### config.mk
export PLATFORM = sky130hd
export DESIGN_NAME = mem_port_arbiter
export DESIGN_NICKNAME = d
export VERILOG_FILES = /design/src/rtl/mem_port_arbiter.sv
export SDC_FILE = /design/constraint.sdc
export NUM_CORES = 1
export LEC_CHECK = 0
export CAP_MARGIN = 10
export CORE_UTILIZATION = 46
export CTS_BUF_LIST = sky130_fd_sc_hd__clkbuf_8
export DETAILED_ROUTE_END_ITERATION = 8
export GPL_TIMING_DRIVEN = 0
export PLACE_DENSITY = 0.95
export SETUP_SLACK_MARGIN = 0.5
export SLEW_MARGIN = 5
export SYNTH_ARGS = -nofsm -noshare
export SYNTH_HDL_FRONTEND = slang
export SYNTH_SLANG_ARGS = --single-unit
### constraint.sdc
create_clock -name clk -period 8.05 [get_ports clk]
set_input_delay 0.805 -clock clk [delete_from_list [all_inputs] [get_ports clk]]
set_output_delay 0.805 -clock clk [all_outputs]
set_load 0.02 [all_outputs]
### src/rtl/mem_port_arbiter.sv
// Arbiter sharing one single-ported memory between the fetch and data stages.
// Data has fixed priority; a sticky err flags a memory that stops answering.
module mem_port_arbiter #(
  parameter int unsigned AW      = 32,
  parameter int unsigned DW      = 32,
  parameter int unsigned TIMEOUT = 255
) (
  input  logic          clk,
  input  logic          reset,
  input  logic          ireq,
  input  logic [AW-1:0] iaddr,
  output logic [DW-1:0] irdata,
  output logic          idone,
  output logic          istall,
  input  logic          dreq,
  input  logic          dwe,
  input  logic [AW-1:0] daddr,
  input  logic [DW-1:0] dwdata,
  output logic [DW-1:0] drdata,
  output logic          ddone,
  output logic          dstall,
  output logic          mreq,
  output logic          mwe,
  output logic [AW-1:0] maddr,
  output logic [DW-1:0] mwdata,
  input  logic [DW-1:0] mrdata,
  input  logic          mready,
  output logic          err
);

  localparam int unsigned CW = $clog2(TIMEOUT + 1);

  typedef enum logic [2:0] {StIdle, StIBusy, StDBusy, StIResp, StDResp} state_e;

  state_e          state_q, state_d;
  logic            mreq_q, mwe_q;
  logic [AW-1:0]   maddr_q;
  logic [DW-1:0]   mwdata_q, irdata_q, drdata_q;
  logic [CW-1:0]   cnt_q, cnt_d;
  logic            err_q, err_d;
  logic            busy, grant;

  // State register
  always_ff @(posedge clk or posedge reset) begin
    if (reset) state_q <= StIdle;
    else       state_q <= state_d;
  end

  // Next-state logic
  always_comb begin
    state_d = state_q;
    unique case (state_q)
      StIdle: begin
        if (dreq)      state_d = StDBusy;
        else if (ireq) state_d = StIBusy;
      end
      StIBusy: if (mready) state_d = ireq ? StIResp : StIdle;
      StDBusy: if (mready) state_d = dreq ? StDResp : StIdle;
      StIResp, StDResp: state_d = StIdle;
      default: state_d = StIdle;
    endcase
  end

  // Outputs
  always_comb begin
    idone  = (state_q == StIResp);
    ddone  = (state_q == StDResp);
    istall = ireq & ~idone;
    dstall = dreq & ~ddone;
    mreq   = mreq_q;
    mwe    = mwe_q;
    maddr  = maddr_q;
    mwdata = mwdata_q;
    irdata = irdata_q;
    drdata = drdata_q;
    err    = err_q;
  end

  // Memory handshake and read-data capture; aborted accesses drop their data
  always_ff @(posedge clk or posedge reset) begin
    if (reset) begin
      mreq_q   <= 1'b0;
      mwe_q    <= 1'b0;
      maddr_q  <= '0;
      mwdata_q <= '0;
      irdata_q <= '0;
      drdata_q <= '0;
    end else begin
      unique case (state_q)
        StIdle: begin
          if (dreq) begin
            mreq_q   <= 1'b1;
            mwe_q    <= dwe;
            maddr_q  <= daddr;
            mwdata_q <= dwdata;
          end else if (ireq) begin
            mreq_q  <= 1'b1;
            mwe_q   <= 1'b0;
            maddr_q <= iaddr;
          end
        end
        StIBusy: begin
          if (mready) begin
            mreq_q <= 1'b0;
            mwe_q  <= 1'b0;
            if (ireq) irdata_q <= mrdata;
          end
        end
        StDBusy: begin
          if (mready) begin
            mreq_q <= 1'b0;
            mwe_q  <= 1'b0;
            if (dreq && !mwe_q) drdata_q <= mrdata;
          end
        end
        default: ;
      endcase
    end
  end

  assign busy  = (state_q == StIBusy) || (state_q == StDBusy);
  assign grant = (state_q == StIdle) && (dreq || ireq);

  // Wait counter saturates at TIMEOUT; err is sticky until reset
  always_comb begin
    cnt_d = cnt_q;
    if (grant) begin
      cnt_d = '0;
    end else if (busy && !mready && (cnt_q != CW'(TIMEOUT))) begin
      cnt_d = cnt_q + CW'(1);
    end
    err_d = err_q | (busy && (cnt_d == CW'(TIMEOUT)));
  end

  always_ff @(posedge clk or posedge reset) begin
    if (reset) begin
      cnt_q <= '0;
      err_q <= 1'b0;
    end else begin
      cnt_q <= cnt_d;
      err_q <= err_d;
    end
  end

endmodule

Word-level counts from Yosys, hierarchy flattened --
Cells that the tools add are included.
Storage, ports and cells: output and inout bits 135, word-level logic and storage cells 62, bits in registers 142, input port bits 134
Cells by class: reductions and logical operators 19, bitwise gates (word level) 5, $add $sub $neg 1, mux-type cells 18, eq/ne operators 10
Operators with widths (number):
- $mux 32 | 2
- $mux 8 | 2
- $mux 3 | 5
- $reduce_and 3->1 | 4
- $pmux 3 s3 | 1
- $add 8x1->8 const B | 1
- $eq 8x8->1 const B | 1
- $ne 8x8->1 const B | 1
- $eq 3x2->1 const B | 2
- $logic_and 1x1->1 | 5
- $mux 1 | 5
- $ne 2x2->1 const B | 2
- $pmux 1 s2 | 2
- $reduce_and 2->1 | 2
- $reduce_bool 2->1 | 2
- $eq 3x1->1 const B | 1
- $eq 3x3->1 const B | 1
- $logic_not 3->1 | 1
- $ne 3x3->1 const B | 1
- $and 1x1->1 | 2
- $logic_not 1->1 | 2
- $logic_or 1x1->1 | 2
- $mux 2 | 1
- $ne 2x1->1 const B | 1
- 3 further kinds | 4

Logic depth before layout (Yosys ltp) --
depth in word-level cells 9, mapped depth 7

Worst setup path after synthesis --
No wires, ideal clock.
kind input to output, start input port dreq, end output port dstall, data arrival time 1826 ps, path slack 5419 ps, stages on the path 3, cells stage by stage buf_2 > buf_1 > nor2b_1
Between the ends: cells in the longest elaborated chain, start to end 1
Ends and longest elaborated chain:
- start, declared | RTL line 15 | input logic dreq,
- $and 1x1->1 | RTL line 69 | dstall = dreq & ~ddone;
- end, declared | RTL line 21 | output logic dstall,
Every way passes these cells.

Worst setup path after layout --
Ends and elaborated chain as after synthesis.

==> metrics list <==
* Result of the run: finished clean
- For the worst setup path, the data arrival time is 2390 ps.
- Std-Cell Rows: 40
- Input and output buffers added on the ports amount to 267.
- Timing would allow up to 313 MHz.
* Number of detailed-routing iterations run before antenna repair: 5
- In this run the mean area of a mapped cell was 13.5 um2.
* Weighted congestion at the end of routability-driven global placement: 0.904
- The startpoint identified for the worst register-to-register timing path is cnt_q[0].
- Ant. Diodes: 0
* Leading cell types by total area after synthesis: sky130_fd_sc_hd__dfrtp_1 60%, sky130_fd_sc_hd__mux2_2 18%, sky130_fd_sc_hd__mux2i_1 6.0%
* Top cell type's share of synthesized area: 60.4%
- CP Capture Type: primary output
- Counting flops and latches in the post-synthesis netlist gives 142.
- Worst Setup EP: dstall
- Pin placement for this block handled 269 I/O pins.
* HPWL reported at the end of detailed placement: 12700 um
* Number of maximum-capacitance constraint violations: 0
- CTS tree: done
- Via density per instance: 5.12
* Distinct cell type count after synthesis: 40
* Post-Route WL: 16700 um
- Max-slew violation count: 0
- Final global-route overflow total: 0
* Placeable core area: 0.0123 mm2
- Post-Route Skew: 13.1 ps
- Clk root buf: sky130_fd_sc_hd__clkbuf_8
* Synth Instances: 436
* Post-CTS clock slew at the launch and capture registers of the worst setup and hold paths: 70 ps
- After detailed placement, the total cell area comes to 0.00880 mm2.
- Buffers inserted to repair hold after CTS numbered 0.
- Max transition margin: 51.1%
- Period utilization: 39.6%
* Kind of start point of the critical path: primary input
* Buffer depth of the longest clock path: 2
- Clock latency on the worst-skew pair, taken at its later pin, is 450 ps.
- Once the clock tree was built, the resizer swapped 0 gates to a different size.
- The biggest area contributor in the post-synthesis netlist is sky130_fd_sc_hd__dfrtp_1.
- Summed over all cells, the static leakage comes to 3.90 nW.
* Global-route wire length before repair: 26400 um
* Number of antenna-violating nets in the routed design: 0
* Setup slack on the worst flop-to-flop path: 5940 ps
* H-tree depth: 4
- In this run the worst setup path begins at dreq.
- Maximum vdd drop: 241 uV
* Smallest hold slack: 486 ps
- Number of cells on the worst hold path: 1
- The most used flip-flop cell after synthesis is sky130_fd_sc_hd__dfrtp_1.
* Share of flip-flops with an asynchronous set or reset after synthesis: 100%
- Type of the worst setup path: primary input to primary output
- In this run the cell area of the synthesized design comes to 0.00588 mm2.
* Area delta synth->final: 56.5%
- RSZ-0062 raised after global routing: false
- In this run the horizontal extent of the chip is 115 um.
- The worst path in the final design needs a cycle of 3190 ps, including I/O delays and setup.
- Remaining design rule violation count: 0
- Data on the critical path is required at its endpoint by 7240 ps.
- In the final layout, the share of cells above drive strength 1 is 20.4%.
* Total Routing Usage GR: 26.7%
- The first routing iteration left 279 violations.
- For this run, the number of Yosys warnings is 0.
* Reg2reg end: err
- The path class of the tightest hold or removal check is register to register.
* Number of failing setup endpoints in the final timing report: 0
* Setup TNS: 0 ps
* Hold Vio Cnt, Final: 0
- The top cell types in the final layout, fill and taps aside, are 267 x sky130_fd_sc_hd__clkdlybuf4s50_1, 142 x sky130_fd_sc_hd__dfrtp_1, 94 x sky130_fd_sc_hd__mux2_2.
- Nets@finish: 858
* Full die area: 0.0132 mm2
- Leaving out fill and tap cells, the most frequent cell in the layout is sky130_fd_sc_hd__clkdlybuf4s50_1.
- The synthesized design contains 0 enable-type register cells.
- Power density relative to cell area: 392 mW/mm2
- Initial core utilization: 48.0%
- Worst Path Max Fanout: 10
* Setup Buffers After CTS: 0
- The finished cells cover 0.00921 mm2.
- The clock drives 142 sinks.
* Number of cells on the worst reg-to-reg path: 6
* Measured slew at the worst slew-check pin: 734 ps
* Antenna violations before repair: 0
- Net count of the mapped netlist: 571
- Counting the buffers created by CTS gives 17.
- In this run the vertical extent of the chip is 115 um.
* Total number of vias: 4624
- Via count of the first global-routing pass: 5166
- Avg WL per Cell: 18.4 um
- Final Core Density: 75.1%
* Pin count of the biggest net entering global routing: 81
- Of the synthesized area, sequential elements account for 60.4%.
-- through the flow --
| step | worst slack [ps] | total power [W] | cells |
|---|---|---|---|
| 2_1_floorplan | 3440 | 0.00213 | 436 |
| 3_5_place_dp | 4840 | 0.00305 | 872 |
| 5_1_grt | 4770 | 0.00379 | 904 |
| 3_3_place_gp | 1800 | 0.00297 | 871 |
| 6_report | 4860 | 0.00361 | 904 |
| 4_1_cts | 4850 | 0.00365 | 904 |
-- area by class of cell --
class	count	area, um2
plain buffers	25	128
multi-input cells	266	2190
fillers	776	3060
clock inverters	12	133
well taps	168	210
flip-flops and latches	142	3550
repair buffers	268	2700
inverters	3	16.3
clock buffers	20	275
-- cells in the mapped netlist, drive strengths merged (3+ instances only) --
library cell and n:
a21oi 34, buf 20, clkbuf 5, dfrtp 142, inv 3, mux2 96
mux2i 35, nand2 7, nand2b 3, nand3 5, nand4 3, nor2 45
nor2b 5, nor3 4, o21ai 4, xnor2 3
-- cells by family (layout without fill, tap and decap cells) --
kind of cell / count (synthesis) / after routing / synth area share [%]
flops: 142 / 142 / 60.4
fa+ha+maj: 1 / 1 / 0.213
compound gates: 47 / 47 / 4.47
simple gates: 82 / 82 / 7.15
xor+xnor: 5 / 5 / 1.06
mux: 131 / 131 / 24.3
buf+inv: 28 / 328 / 2.36
-- routing by layer --
layer	global-route usage [%]	up-vias	part of all wire, %
met5	0	-	0
met4	14.9	0	3.7
met3	6.69	47	6.0
met2	47.1	189	53
met1	29.5	2271	37
li1	-	2117	-
-- critical path, stage by stage --
cell,delay [ps]
sky130_fd_sc_hd__buf_2,210
sky130_fd_sc_hd__buf_1,550
sky130_fd_sc_hd__nor2b_1,200
sky130_fd_sc_hd__clkdlybuf4s50_1,610
-- registers in the layout, summed over array words and instances (netlist names) --
name	count
maddr	32
mreq	1
state_q	3
drdata	32
err	1
mwe	1
mwdata	32
irdata	32
cnt_q	8
-- report_power, final --
group	total (W)	internal, W	leakage (nW)	switching [W]
sequential	0.00123	0.00105	1.69	0.000184
combinational	0.00181	0.000911	2.00	0.000896
clock	0.000576	0.000301	0.202	0.000275
-- worst min-delay path by stage --
| stage | start | to | slack, ps |
|---|---|---|---|
| 6_report | err | err | 490 |
| 5_1_grt | mwdata[22] | mwdata[22] | 520 |
| 4_1_cts | err | err | 490 |
| 3_5_place_dp | err | err | 470 |
| 3_3_place_gp | err | err | 470 |
| 2_1_floorplan | cnt_q[7] | cnt_q[7] | 510 |
Power figures use the tool's default switching activity.
